File: src/rtl/rtc_time_ctrl.sv
// RTC time controller: boots the serial RTC, polls h/m/s, and supports key-driven time editing.
// Optional alarm comparator (alarm_time/alarm_hit) is built only when RTC_ALARM_EN is defined.
module rtc_time_ctrl #(
  parameter logic [7:0] HOUR_MAX    = 8'h23,
  parameter int         WRAP        = 1,
  parameter int         POLL_CYCLES = 1000
) (
  input  logic        clk,
  input  logic        rst_n,
  input  logic        key_mode,
  input  logic        key_inc,
  input  logic        key_dec,
  input  logic        key_sel,
  input  logic        cmd_done,
  input  logic [7:0]  time_read_data,
`ifdef RTC_ALARM_EN
  input  logic [23:0] alarm_time,
  output logic        alarm_hit,
`endif
  output logic [7:0]  cmd_sig,
  output logic [7:0]  time_write_data,
  output logic [23:0] rtc_time,
  output logic        config_sig,
  output logic [1:0]  sel_field
);

  typedef enum logic [3:0] {
    INIT_RH, INIT_RM, INIT_RS, WP_OFF, WR_H, WR_M, WR_S, WP_ON,
    IDLE, RD_H, RD_M, RD_S, CFG_WP_OFF, CFG_STOP, CFG_EDIT
  } state_t;

  localparam logic [16:0] POLL_LIM = 17'(POLL_CYCLES);

  state_t      state, state_nxt;
  logic [7:0]  cmd_nxt, wdata_nxt;
  logic [7:0]  fld, fld_lim, fld_new;
  logic [23:0] time_nxt;
  logic [1:0]  sel_nxt;
  logic [15:0] poll_cnt, poll_nxt;
  logic [16:0] poll_inc;
  logic        done;

  function automatic logic [7:0] bcd_inc(input logic [7:0] v, input logic [7:0] lim);
    if (v == lim) return (WRAP != 0) ? 8'h00 : v;
    if (v[3:0] == 4'h9) return {v[7:4] + 4'h1, 4'h0};
    return {v[7:4], v[3:0] + 4'h1};
  endfunction

  function automatic logic [7:0] bcd_dec(input logic [7:0] v, input logic [7:0] lim);
    if (v == 8'h00) return (WRAP != 0) ? lim : v;
    if (v[3:0] == 4'h0) return {v[7:4] - 4'h1, 4'h9};
    return {v[7:4], v[3:0] - 4'h1};
  endfunction

  function automatic logic [7:0] cmd_of(input state_t s);
    case (s)
      INIT_RH, RD_H:      return 8'h04;
      INIT_RM, RD_M:      return 8'h02;
      INIT_RS, RD_S:      return 8'h01;
      WP_OFF, CFG_WP_OFF: return 8'h80;
      WR_H:               return 8'h40;
      WR_M:               return 8'h20;
      WR_S, CFG_STOP:     return 8'h10;
      WP_ON:              return 8'h08;
      default:            return 8'h00;
    endcase
  endfunction

  // A done pulse only counts while a command is actually outstanding.
  assign done     = cmd_done && (cmd_sig != 8'h00);
  assign poll_inc = {1'b0, poll_cnt} + 17'd1;

  always_comb begin
    fld     = rtc_time[7:0];
    fld_lim = 8'h59;
    case (sel_field)
      2'd0: begin
        fld     = rtc_time[23:16];
        fld_lim = HOUR_MAX;
      end
      2'd1:    fld = rtc_time[15:8];
      default: ;
    endcase
    fld_new = key_inc ? bcd_inc(fld, fld_lim) : bcd_dec(fld, fld_lim);
  end

  always_comb begin
    state_nxt = state;
    wdata_nxt = time_write_data;
    time_nxt  = rtc_time;
    sel_nxt   = sel_field;
    poll_nxt  = poll_cnt;
    case (state)
      INIT_RH, RD_H: if (done) begin
        time_nxt[23:16] = time_read_data;
        state_nxt       = (state == INIT_RH) ? INIT_RM : RD_M;
      end
      INIT_RM, RD_M: if (done) begin
        time_nxt[15:8] = time_read_data;
        state_nxt      = (state == INIT_RM) ? INIT_RS : RD_S;
      end
      INIT_RS, RD_S: if (done) begin
        time_nxt[7:0] = time_read_data;
        state_nxt     = (state == INIT_RS) ? WP_OFF : IDLE;
      end
      WP_OFF:     if (done) state_nxt = WR_H;
      WR_H:       if (done) state_nxt = WR_M;
      WR_M:       if (done) state_nxt = WR_S;
      WR_S:       if (done) state_nxt = WP_ON;
      WP_ON:      if (done) state_nxt = IDLE;
      CFG_WP_OFF: if (done) state_nxt = CFG_STOP;
      CFG_STOP: if (done) begin
        state_nxt = CFG_EDIT;
        sel_nxt   = 2'd0;
      end
      IDLE: begin
        if (poll_inc >= POLL_LIM) begin
          poll_nxt  = 16'd0;
          state_nxt = config_sig ? CFG_WP_OFF : RD_H;
        end else begin
          poll_nxt = poll_inc[15:0];
        end
      end
      CFG_EDIT: begin
        if (!config_sig) begin
          state_nxt = WR_H;
        end else if (!key_mode) begin
          if (key_inc || key_dec) begin
            case (sel_field)
              2'd0:    time_nxt[23:16] = fld_new;
              2'd1:    time_nxt[15:8]  = fld_new;
              default: time_nxt[7:0]   = fld_new;
            endcase
          end else if (key_sel) begin
            sel_nxt = (sel_field == 2'd2) ? 2'd0 : sel_field + 2'd1;
          end
        end
      end
      default: state_nxt = INIT_RH;
    endcase

    // Completion drops the command for one cycle; entry from IDLE/CFG_EDIT issues at once.
    cmd_nxt = done ? 8'h00 : cmd_of(state_nxt);
    case (state_nxt)
      WR_H:     wdata_nxt = time_nxt[23:16];
      WR_M:     wdata_nxt = time_nxt[15:8];
      WR_S:     wdata_nxt = {1'b0, time_nxt[6:0]};
      CFG_STOP: wdata_nxt = 8'h80;
      default:  ;
    endcase
  end

  always_ff @(posedge clk or negedge rst_n) begin
    if (!rst_n) begin
      state           <= INIT_RH;
      cmd_sig         <= 8'h00;
      time_write_data <= 8'h00;
      rtc_time        <= 24'h000000;
      sel_field       <= 2'd0;
      poll_cnt        <= 16'd0;
      config_sig      <= 1'b0;
    end else begin
      state           <= state_nxt;
      cmd_sig         <= cmd_nxt;
      time_write_data <= wdata_nxt;
      rtc_time        <= time_nxt;
      sel_field       <= sel_nxt;
      poll_cnt        <= poll_nxt;
      if (key_mode) config_sig <= ~config_sig;
    end
  end

`ifdef RTC_ALARM_EN
  always_ff @(posedge clk or negedge rst_n) begin
    if (!rst_n) alarm_hit <= 1'b0;
    else        alarm_hit <= (state == RD_S) && done && !config_sig && (time_nxt == alarm_time);
  end
`endif

endmodule

File: config.mk
export PLATFORM = sky130hd
export DESIGN_NAME = rtc_time_ctrl
export DESIGN_NICKNAME = d
export VERILOG_FILES = /design/src/rtl/rtc_time_ctrl.sv
export SDC_FILE = /design/constraint.sdc
export NUM_CORES = 1
export LEC_CHECK = 0
export BUFFER_PORTS_ARGS = -buffer_cell sky130_fd_sc_hd__buf_2
export CAP_MARGIN = 20
export CORE_AREA = 2 2 104 106
export CTS_CLUSTER_SIZE = 16
export DETAILED_ROUTE_END_ITERATION = 12
export DIE_AREA = 0 0 106 108
export PLACE_DENSITY_LB_ADDON = 0.12
export REMOVE_ABC_BUFFERS = 1
export SLEW_MARGIN = 0
export SYNTH_ARGS = -nofsm -noshare
export SYNTH_HDL_FRONTEND = slang
export SYNTH_SLANG_ARGS = --single-unit
File: constraint.sdc
create_clock -name clk -period 3.8 [get_ports clk]
set_clock_uncertainty 0.1 [all_clocks]
set_input_delay 0.57 -clock clk [delete_from_list [all_inputs] [get_ports clk]]
set_output_delay 0.57 -clock clk [all_outputs]
set_load 0.01 [all_outputs]
==> summary.txt <==
Finish
  • Most frequent cells in the layout: dfrtp_1, buf_2, o21ai_0, nand2_1, nor2_1
  • Layout cells sized above 1: 0.2140
  • Fillers: 986
  • Final nets: 517
  • P&R area growth vs syn: 16.20%
  • Inserted Diodes: 0
  • Most common cell after layout, fill and taps aside: dfrtp_1

Route
  • DRC Markers: 0
  • Vias after detailed routing: 3829
  • Final WL: 12330 um
  • 1st-iter DRT viols: 265
  • Drt pass-1 iters: 5
  • Via-to-Cell Ratio: 6.020
  • DRT antenna net count: 0
  • WL per Instance: 19.38 um

Placement
  • Gpl congestion: 0.9139
  • Detail Placement HPWL: 9159 um
  • Post-placement setup slack: 0.5679 ns
  • I/O Buffers: 57

Power and ir drop
  • Design Power: 3.822 mW
  • PD cells: 817.1 nW/um^2
  • Leak Pwr: 2.075 nW
  • Peak VDD IR: 0.0003873 V

Floorplanning
  • Row Count: 37
  • Die ar.: 11450 sq um
  • Io pins: 58
  • Die Wd: 106 um
  • Total core area: 10230 sq um
  • Die height: 108 um
  • Initial Util: 0.3934

Clock network
  • Clk slew on worst S/H paths: 0.08 ns
  • CTS H-tree lvls: 3
  • CTS max path bufs: 2
  • Clk root buf: clkbuf_8
  • Sink Count: 63
  • CTS Hold Bufs: 0
  • Clk_lat worst skew: 0.35 ns
  • CTS tree: built
  • Number of buffers created by CTS: 9
  • Post-CTS Resized: 0
  • Postcts setup bufs: 0

Logic synthesis
  • Post-Syn Instances: 439
  • Synth unique cells: 78
  • Async set-reset flop share out of synthesis: 1.000
  • Top_reg_cell synth: dfrtp_1
  • Synth Cell Area: 4025 sq um
  • Mean Syn Cell Area: 9.169 sq um
  • Seq/Total Area, Yosys: 0.3917
  • Number of flops mapped to enable cells by yosys: 0
  • #FFs+latches synth: 63
  • Synth warn: 0

GRT
  • Maximum number of pins on one net before global-route repair: 39
  • Grt total ovfl: 0
  • First-pass GRT wire length: 19620 um
  • GR Util All Layers: 0.2226
  • Initial antenna violation count: 0
  • Vias in the first global route: 3495

Timing
  • Hold Slack: 0.2510 ns
  • Total negative setup slack: 0 ns
  • Max-slew headroom: 0.3970
  • Final setup violation count: 0
  • Fin worst setup slack: 0.4560 ns
  • Tightest Pin Transition: 0.9045 ns
  • RSZ-0062 raised after global routing: no
  • Final hold vios: 0
  • Peak Freq: 0.2990 GHz
  • Fin. max-slew vios: 0
  • Fin crit share: 0.8800
  • Final worst path period need: 3.344 ns

Critical path
  • Slowest stage delay, CP: 0.62 ns
  • Crit Path Class: flop to flop
  • Crit path launch type: flop
  • Crit. End Element: flop
  • CP max-delay cell: nor4_1
  • Crit path top cell by count: o21ai_1
  • CP Cell Sequence: mux2i_1 -> o21ai_1 -> inv_1 -> ha_1 -> nor4b_2 -> and2_1 -> nor4_1 -> a222oi_1 -> o21ai_1 -> a221oi_1 -> a22oi_1
  • Worst Path Buf+Inv: 1
  • Cell family with most CP delay: compound AO/OA/AOI/OAI gates
  • CP arrival: 3.51 ns
  • CP Max Fanout: 6
  • WP data required: 3.97 ns

Status
  • Outcome: finished clean

Min path
  • Type of the worst min-delay path: input port to asynchronous set/reset pin

Job
  • Max_cap viols: 0
[report_power, final]
part	internal, mW	total [mW]	switching (mW)
logic	0.780	2.01	1.23
clock network	0.404	0.677	0.274
registers	0.864	1.14	0.275
total	2.05	3.82	1.77
[cell usage after synthesis (6+ instances only)]
master,count,area (sq um)
a21oi_1,20,100.1
ha_1,7,87.58
dfrtp_1,63,1577
nor3_1,11,55.05
nand2_1,32,120.1
nand2b_1,9,56.30
buf_2,9,45.04
o21ai_0,42,210.2
nor2_1,29,108.9
nor4_1,6,37.54
and2_1,9,56.30
nand3_1,13,65.06
a22oi_1,20,150.1
o31ai_1,12,90.09
mux2_2,8,90.09
nor2b_1,7,43.79
clkbuf_1,7,26.28
xnor2_1,6,52.55
nand4_1,6,37.54
mux2i_1,9,90.09
inv_1,11,41.29
[stage by stage]
stage	util	cell area [sq um]	instances
after floorplan	-	3930	419
after detailed placement	0.4345	4446	620
after global routing	0.4571	4677	636
after global placement	0.4345	4446	620
after CTS	0.4571	4677	636
final	0.4571	4677	636
[flip-flops by register name, summed over array words and instances, names as in the netlist]
| register | cells |
|---|---|
| sel_field | 2 |
| cmd_sig | 8 |
| time_write_data | 8 |
| rtc_time | 24 |
| config_sig | 1 |
| poll_cnt | 16 |
| state | 4 |
[layer usage]
layer	wire (um)	track usage
met5	0	0
met4	207	0.07425
met3	711	0.04581
met2	5528	0.3267
met1	5880	0.3267
[kinds of logic after synthesis]
group | synth area share
XOR/XNOR | 0.01741
multiplexers | 0.05751
AO/OA/AOI/OAI | 0.2580
adder cells (fa/ha/maj) | 0.02176
AND/OR/NAND/NOR | 0.2179
buffers and inverters | 0.03575
flip-flops | 0.3917
[cell type report]
class / instances / area, sq um / area share
Multi-Input combinational cell: 343 / 2305 / 0.4928
Sequential cell: 63 / 1577 / 0.3371
Timing Repair Buffer: 65 / 345.3 / 0.07384
Tap cell: 136 / 170.2 / 0.03638
Clock buffer: 11 / 151.4 / 0.03237
Clock inverter: 5 / 80.08 / 0.01712
Inverter: 13 / 48.80 / 0.01043
[final timing paths]
path	slack (ns)	cells past startpoint	endpoint	start
hold reg to reg	0.42	1	time_write_data[2]	time_write_data[2]
hold / removal	0.25	1	poll_cnt[0]	rst_n
max in group asynchronous	2.62	2	rtc_time[21]	rst_n
min in group clk	0.31	2	config_sig	key_mode
setup reg to reg	0.46	11	time_write_data[3]	sel_field[0]
setup / recovery	0.46	11	time_write_data[3]	sel_field[0]
Note: power is estimated with default switching activity, not from simulation.
